### config.mk
export PLATFORM = sky130hd
export DESIGN_NAME = mine_placer
export DESIGN_NICKNAME = d
export VERILOG_FILES = /design/src/rtl/mine_placer.sv
export SDC_FILE = /design/constraint.sdc
export NUM_CORES = 1
export LEC_CHECK = 0
export BUFFER_PORTS_ARGS = -buffer_cell sky130_fd_sc_hd__buf_2
export CORE_MARGIN = 8
export CORE_UTILIZATION = 57
export CTS_CLUSTER_DIAMETER = 30
export CTS_CLUSTER_SIZE = 20
export DETAILED_ROUTE_END_ITERATION = 10
export PLACE_DENSITY = 0.76
export SLEW_MARGIN = 20
export SYNTH_ARGS = -nofsm -noshare
export SYNTH_HDL_FRONTEND = slang
export SYNTH_SLANG_ARGS = --single-unit
### constraint.sdc
create_clock -name clock -period 3.5 [get_ports clock]
set_input_delay 0.7 -clock clock [delete_from_list [all_inputs] [get_ports clock]]
set_output_delay 0.7 -clock clock [all_outputs]
set_load 0.005 [all_outputs]
### src/rtl/mine_placer.sv
// mine_placer: places BOMB_COUNT bombs on a GRID_SIZE x GRID_SIZE board.
// A free-running 8-bit LFSR supplies one candidate cell per cycle. The cell
// at safe_idx, which is captured when start is taken, never receives a bomb.
//
// Ports:
//   clock     - single clock; all state changes on its rising edge
//   reset     - asynchronous active-low reset
//   start     - request a new placement; taken only in IDLE
//   abort     - cancel a placement in progress (CLEAR or SAMPLE)
//   safe_idx  - cell index (row*GRID_SIZE+col) that must stay bomb-free
//   bombGrid  - placed bomb bitmap; bit i is cell i
//   busy      - high while clearing or sampling
//   done      - one-cycle completion pulse
//   placed    - number of bombs placed so far
module mine_placer #(
    parameter int unsigned GRID_SIZE  = 3,
    parameter int unsigned BOMB_COUNT = 2,
    parameter logic [7:0]  SEED       = 8'hA5
) (
    input  logic                             clock,
    input  logic                             reset,
    input  logic                             start,
    input  logic                             abort,
    input  logic [7:0]                       safe_idx,
    output logic [GRID_SIZE*GRID_SIZE-1:0]   bombGrid,
    output logic                             busy,
    output logic                             done,
    output logic [7:0]                       placed
);

    localparam int unsigned    CELLS   = GRID_SIZE * GRID_SIZE;
    localparam logic [7:0]     TARGET  = 8'(BOMB_COUNT);
    localparam logic [CELLS-1:0] ONE   = CELLS'(1);

    typedef enum logic [1:0] {
        S_IDLE,
        S_CLEAR,
        S_SAMPLE,
        S_DONE
    } state_t;

    state_t           state_q,  state_d;
    logic [7:0]       lfsr_q,   lfsr_d;
    logic [7:0]       safe_q,   safe_d;
    logic [CELLS-1:0] grid_q,   grid_d;
    logic [7:0]       placed_q, placed_d;
    logic             busy_q,   busy_d;
    logic             done_q,   done_d;

    logic [7:0]       cand;
    logic [CELLS-1:0] cand_bit;
    logic             cand_ok;

    // Candidate cell from the LFSR; out-of-range candidates shift out to an
    // all-zero mask, which doubles as the range check.
    always_comb begin
        cand     = lfsr_q - 8'd1;
        cand_bit = ONE << cand;
        cand_ok  = (cand_bit != '0) && (cand != safe_q) && ((grid_q & cand_bit) == '0);
    end

    // Next-state and registered-output logic.
    always_comb begin
        state_d  = state_q;
        lfsr_d   = {lfsr_q[6:0], lfsr_q[7] ^ lfsr_q[5] ^ lfsr_q[4] ^ lfsr_q[3]};
        safe_d   = safe_q;
        grid_d   = grid_q;
        placed_d = placed_q;

        case (state_q)
            S_IDLE: begin
                if (start) begin
                    state_d = S_CLEAR;
                    safe_d  = safe_idx;
                end
            end
            S_CLEAR: begin
                grid_d   = '0;
                placed_d = 8'd0;
                if (abort) begin
                    state_d = S_IDLE;
                end else if (BOMB_COUNT == 0) begin
                    state_d = S_DONE;
                end else begin
                    state_d = S_SAMPLE;
                end
            end
            S_SAMPLE: begin
                // Abort wins over a completing placement in the same cycle.
                if (abort) begin
                    state_d  = S_IDLE;
                    grid_d   = '0;
                    placed_d = 8'd0;
                end else if (cand_ok) begin
                    grid_d   = grid_q | cand_bit;
                    placed_d = placed_q + 8'd1;
                    if (placed_q + 8'd1 == TARGET) begin
                        state_d = S_DONE;
                    end
                end
            end
            S_DONE: begin
                state_d = S_IDLE;
            end
            default: begin
                state_d = S_IDLE;
            end
        endcase

        busy_d = (state_d == S_CLEAR) || (state_d == S_SAMPLE);
        done_d = (state_d == S_DONE);
    end

    // State register.
    always_ff @(posedge clock or negedge reset) begin
        if (!reset) begin
            state_q  <= S_IDLE;
            lfsr_q   <= SEED;
            safe_q   <= 8'd0;
            grid_q   <= '0;
            placed_q <= 8'd0;
            busy_q   <= 1'b0;
            done_q   <= 1'b0;
        end else begin
            state_q  <= state_d;
            lfsr_q   <= lfsr_d;
            safe_q   <= safe_d;
            grid_q   <= grid_d;
            placed_q <= placed_d;
            busy_q   <= busy_d;
            done_q   <= done_d;
        end
    end

    assign bombGrid = grid_q;
    assign busy     = busy_q;
    assign done     = done_q;
    assign placed   = placed_q;

endmodule

==> results of run 1 <==
layer usage:
metal / up-vias / GRT usage, % / share of wire (%)
li1: 835 / - / -
met1: 842 / 19.3 / 44
met2: 42 / 27.4 / 49
met3: 7 / 4.95 / 5.3
met4: 0 / 6.42 / 1.4
met5: - / 0 / 0
cell type report:
cell class	instances	area (sq um)	share of cell area [%]
Clock buffer	7	86.3	3.55
Timing Repair Buffer	31	158	6.48
Sequential cell	37	931	38.3
Inverter	5	18.8	0.772
Multi-Input combinational cell	160	1150	47.2
Clock inverter	1	30.0	1.23
Tap cell	48	60.1	2.47
worst register-to-register path: stages (launching register included):
cell and delay, ns:
dfstp_2 0.68, inv_1 0.09, ha_1 0.39, xnor2_1 0.23
buf_4 0.19, a311oi_1 0.32, o311a_2 0.26, nand3_2 0.22
nor4_1 0.33, or2_2 0.17, ha_1 0.22
registers in the layout, indices dropped and copies added (netlist names):
name      count
state_q       2
safe_q        8
lfsr_q        8
bombGrid      9
placed        8
done          1
busy          1
where the power goes:
part           internal [uW]  leakage, uW  total (uW)  switching, uW
Combinational            112     0.000499         216            105
Clock                    232    0.0000585         380            148
Sequential               483     0.000476         555           71.8
layout by cell type, fill, tap and decap left out, drive strengths merged, types with 4 or more instances in the layout:
master / netlist / routed
dfrtp: 33 / 33
buf: 8 / 31
nand3: 16 / 16
nor2: 14 / 14
nand2: 13 / 13
xnor2: 12 / 12
nor4: 11 / 11
o21a: 9 / 9
mux2: 9 / 9
o21ai: 8 / 8
xor2: 7 / 7
clkbuf: 3 / 7
nor3: 6 / 6
inv: 5 / 5
o211ai: 5 / 5
or4: 4 / 4
ha: 4 / 4
dfstp: 4 / 4
metrics by stage:
step	hold slack [ns]	setup WS [ns]	instances
finish	0.444	0.295	289
floorplan	0.349	0.583	213
detailed placement	0.436	0.278	281
global route	0.460	0.0577	289
CTS	0.446	0.246	289
global placement	0.436	0.396	281
cell families (layout without fill, tap and decap cells):
kind of cell | after synthesis | in the layout
and+or+nand+nor | 85 | 85
buffers and inverters | 16 | 44
muxes | 12 | 12
DFF | 37 | 37
adders and majority gates | 4 | 4
AOI/OAI and AO/OA | 40 | 40
xor gates and xnor gates | 19 | 19
final timing paths:
path	to	slack [ns]	cells past startpoint
setup / recovery	busy	0.29	10
hold / removal	lfsr_q[7]	0.44	0
hold reg to reg	lfsr_q[7]	0.44	0
min in group asynchronous	placed[7]	0.49	1
setup reg to reg	busy	0.29	10
max in group asynchronous	bombGrid[2]	2.50	1
repair_timing:
item / in CTS / in global routing
setup endpoints to repair: 0 / 1
gates resized for setup: 0 / 1
endpoints found under the hold margin: 0 / 0
==> metrics.cfg, run 1 <==
[grt]
grt_remaining_overflow = 0
grt_max_degree = 38
first_global_vias = 1716
grt_pass1_wl_mm = 8.12
antenna_found_initial = 0
grt_usage_pct = 16.4

[clock_network]
cts_root_buf = clkbuf_8
cts_buffers = 5
cts_setup_buffers = 0
cts_tree = done
clk_pin_slew_ns = 0.07
clockBufferDepth = 2
cts_sinks = 37
htreeDepth = 2
insertion_delay_ns = 0.29
cts_hold_buf = 0

[yosys]
synth_area_leaders = dfrtp_1, dfstp_2, xnor2_1
synth_compound_area_share_pct = 13.9
yosys_most_used_dff = dfrtp_1
synthXorXnorAreaFrac_pct = 8.06
yosys.area_share.adder_pct = 2.32
seq_area_frac_synth_pct = 43.2
yosys.area.top_type_share_pct = 38.3
synth_common_cells = dfrtp_1, nand3_1, nand2_1, nor2_1, xnor2_1
yosys.area_share.simple_pct = 22.6
yosysMostFrequentCell = dfrtp_1
synth_area_sq_mm = 0.00216
synth_top_family_by_area = simple AND/OR/NAND/NOR gates
synth_area_per_cell_sq_um = 10.1
synth.area.mux_share_pct = 6.09
async_reset_ff_share_pct = 100
yosys_warnings = 0
netlist_instances = 213
synthesis.nets = 229
netlist-cell-type-count = 52
synth_seq_cells = 37
synth_area_leader_cell = dfrtp_1
synth_edf_count = 0

[worst_setup_path]
crit_start = lfsr_q[0]
worst-path-max-fanout = 13
required_ns = 3.68
crit_top_cell = ha_1
path_class = flop to flop
start_kind = flop
cpMaxStageDelayCell = dfstp_2
reg2reg_from = lfsr_q[0]
path_cells = inv_1 > ha_1 > xnor2_1 > buf_4 > a311oi_1 > o311a_2 > nand3_2 > nor4_1 > or2_2 > ha_1
arrival_ns = 3.39
crit_buf_inv = 2
end_kind = flop
cp_top_family = simple AND/OR/NAND/NOR gates
cpPeakStageDelay_ns = 0.68

[final_layout]
fin_util_pct = 66.4
layout-drive-gt1-share_pct = 26.6
fin_nets = 256
fillers = 301
final_area_sq_mm = 0.00243
antenna-diode-count = 0
area_growth_pct = 12.8

[sta]
fin_crit_sh_pct = 91.6
slew_headroom_pct = 46.6
rsz0062_at_grt = no
fin_skew_ns = 0.00611
max_freq_mhz = 312
tightest_slew_ns = 0.801
finalCriticalPeriod_ns = 3.21
report.final.setup_viol = 0
finalHoldViolCount = 0
setup_tns_ns = 0
maxSlewViolCount = 0

[floorplan]
rows = 22
core_area_sq_mm = 0.00366
pin_count = 31
die_w_microns = 77.5
die_h_microns = 77.5
initial_core_util_pct = 58.9
fp.dieArea_sq_mm = 0.00601

[drt]
vias = 1726
first_pass_iters = 4
wl_per_cell_microns = 15.9
avgViaCountPerCell = 5.97
ant_nets = 0
routed_wl_mm = 4.58
drtIter0Drc = 98
drt_drc_violations_left = 0

[power_and_ir_drop]
powerDensity_mw_per_mm2 = 473
finalPower_uw = 1150
power_leakage_uw = 0.00103
ir_drop_mv = 0.310

[status]
status = finished clean

[hold_path]
hp-start = lfsr_q[6]
hold_path_class = flop to flop

[run]
drv_cap = 0

[place]
dpl_cell_area_sq_mm = 0.00231
hpwl_mm = 3.36
io_buffers = 30
finalWeightedCongestion = 0.832

Note: power is estimated with default switching activity, not from simulation.
==> run 2: changes to the inputs <==
- CORE_MARGIN: 8 -> default
- CORE_UTILIZATION: 57 -> 45
- PLACE_DENSITY: 0.76 -> 0.61
==> run 2 against run 1 <==
Net effect:
- power shrank 8.6%
- the run now ends with DRC left
- non-clock buffer count is the same
- critical path depth shrank 1
- highest routed layer unchanged
- cell area shrank 1.1%
- die area shrank 16%
- hold slack gained 0.016 ns
- core utilization shrank 13 points
- combinational power is essentially flat
- largest cell class unchanged
- critical endpoint unchanged
- clock power shrank 26%
- worst setup slack gained 0.15 ns
- global-route usage grew 2.3 points
==> metrics.cfg, run 2 (same netlist as run 1, synthesis figures left out) <==
[status]
status = finished with violations  ; was finished clean
violations = DRC

[grt]
grt_remaining_overflow = 0  ; unchanged
grt_max_degree = 38  ; unchanged
antenna_found_initial = 0  ; unchanged
first_global_vias = 1463  ; was 1716
grt_pass1_wl_mm = 7.42  ; was 8.12 mm
grt_usage_pct = 18.6  ; was 16.4%

[sta]
finalHoldViolCount = 0  ; unchanged
fin_crit_sh_pct = 87.2  ; was 91.6%
tightest_slew_ns = 0.807  ; was 0.801 ns
setup_tns_ns = 0  ; unchanged
maxSlewViolCount = 0  ; unchanged
rsz0062_at_grt = no  ; unchanged
max_freq_mhz = 328  ; was 312 MHz
slew_headroom_pct = 46.2  ; was 46.6%
finalCriticalPeriod_ns = 3.05  ; was 3.21 ns
fin_skew_ns = 0.00556  ; was 0.00611 ns
layout_setup_ws_ns = 0.448  ; was 0.295 ns
report.final.setup_viol = 0  ; unchanged

[worst_setup_path]
arrival_ns = 3.22  ; was 3.39 ns
end_kind = flop  ; unchanged
worst-path-max-fanout = 13  ; unchanged
path_class = flop to flop  ; unchanged
start_kind = flop  ; unchanged
required_ns = 3.67  ; was 3.68 ns

[power_and_ir_drop]
ir_drop_mv = 0.203  ; was 0.310 mV
power_leakage_uw = 0.00102  ; was 0.00103 uW
powerDensity_mw_per_mm2 = 438  ; was 473 mW/mm^2

[clock_network]
htreeDepth = 2  ; unchanged
cts_hold_buf = 0  ; unchanged
cts_tree = done  ; unchanged
cts_setup_buffers = 0  ; unchanged
insertion_delay_ns = 0.28  ; was 0.29 ns
cts_buffers = 5  ; unchanged
cts_root_buf = clkbuf_8  ; unchanged
clockBufferDepth = 2  ; unchanged
clk_pin_slew_ns = 0.07  ; about the same
cts_sinks = 37  ; unchanged

[drt]
ant_nets = 0  ; unchanged
routed_wl_mm = 4.37  ; was 4.58 mm
drtIter0Drc = 71  ; was 98
drt_drc_violations_left = 3  ; was 0
avgViaCountPerCell = 5.69  ; was 5.97
wl_per_cell_microns = 14.9  ; was 15.9 microns
vias = 1666  ; was 1726
first_pass_iters = 8  ; was 4

[floorplan]
die_h_microns = 71.2  ; was 77.5 microns
pin_count = 31  ; unchanged
core_area_sq_mm = 0.00447  ; was 0.00366 sq mm
initial_core_util_pct = 48.2  ; was 58.9%
die_w_microns = 71.2  ; was 77.5 microns
fp.dieArea_sq_mm = 0.00507  ; was 0.00601 sq mm
rows = 24  ; was 22

[final_layout]
layout-drive-gt1-share_pct = 26.6  ; unchanged
largest_reg_flops = 9  ; unchanged
final_cell_mix = dfrtp_1, buf_2, nand3_1  ; unchanged
antenna-diode-count = 0  ; unchanged
area_growth_pct = 11.5  ; was 12.8%
fin_nets = 256  ; unchanged
final_common_cell = dfrtp_1  ; unchanged

[place]
place_ws_ns = 0.269  ; was 0.278 ns
hpwl_mm = 3.15  ; was 3.36 mm
finalWeightedCongestion = 0.827  ; was 0.832
io_buffers = 30  ; unchanged

[run]
drv_cap = 0  ; unchanged

[hold_path]
hold_path_class = flop to flop  ; unchanged

run 2: layout make-up:
cell class / count / area, sq um
Clock buffer: 7 / 76.3
Clock inverter: 1 / 5.00
Fill cell: 400 / 2070
Inverter: 5 / 18.8
Multi-Input combinational cell: 160 / 1150
Sequential cell: 37 / 931
Tap cell: 52 / 65.1
Timing Repair Buffer: 31 / 158
run 2: where the power goes:
group | switching, uW | total (uW) | internal (uW)
Sequential | 69.7 | 553 | 483
Combinational | 106 | 218 | 112
Clock | 142 | 282 | 140
run 2: metrics by stage:
stage               cells  power (uW)  hold slack, ns  utilization [%]  cell area [sq um]
CTS                   293        1070           0.455             53.6               2400
detailed placement    285         781           0.442             51.7               2310
global route          293        1120           0.461             53.7               2400
floorplan             213         702           0.349                -               2160
finish                293        1050           0.460             53.7               2400
global placement      285         781           0.448             51.7               2310
run 2: critical path, cell delays in order, from the launching register on:
cell	delay (ns)
dfstp_2	0.69
inv_1	0.10
ha_2	0.29
and4b_4	0.25
a211oi_4	0.38
o311a_2	0.30
nand3_2	0.22
nor4_1	0.31
or2_2	0.17
ha_1	0.22
run 2: worst paths after layout:
check                          start        end  slack [ns]  depth (start not counted)
max                        lfsr_q[0]       busy        0.45                          9
min                        lfsr_q[5]  lfsr_q[6]        0.46                          0
max reg2reg                lfsr_q[0]       busy        0.45                          9
min reg2reg                lfsr_q[5]  lfsr_q[6]        0.46                          0
max in group asynchronous      reset  placed[4]        2.48                          1
min in group asynchronous      reset  lfsr_q[4]        0.50                          1
run 2: routing by layer:
layer / GRT usage, % / vias up / routed length (microns)
met4: 5.33 / 0 / 36
met3: 3.52 / 5 / 111
met1: 28.7 / 797 / 2350
met5: 0 / - / 0
li1: - / 839 / -
met2: 26.7 / 25 / 1870
run 2: timing repair:
item | in CTS | in global routing
hold endpoints to repair | 0 | 0
endpoints found under the setup margin | 0 | 4
resized for setup | 0 | 2
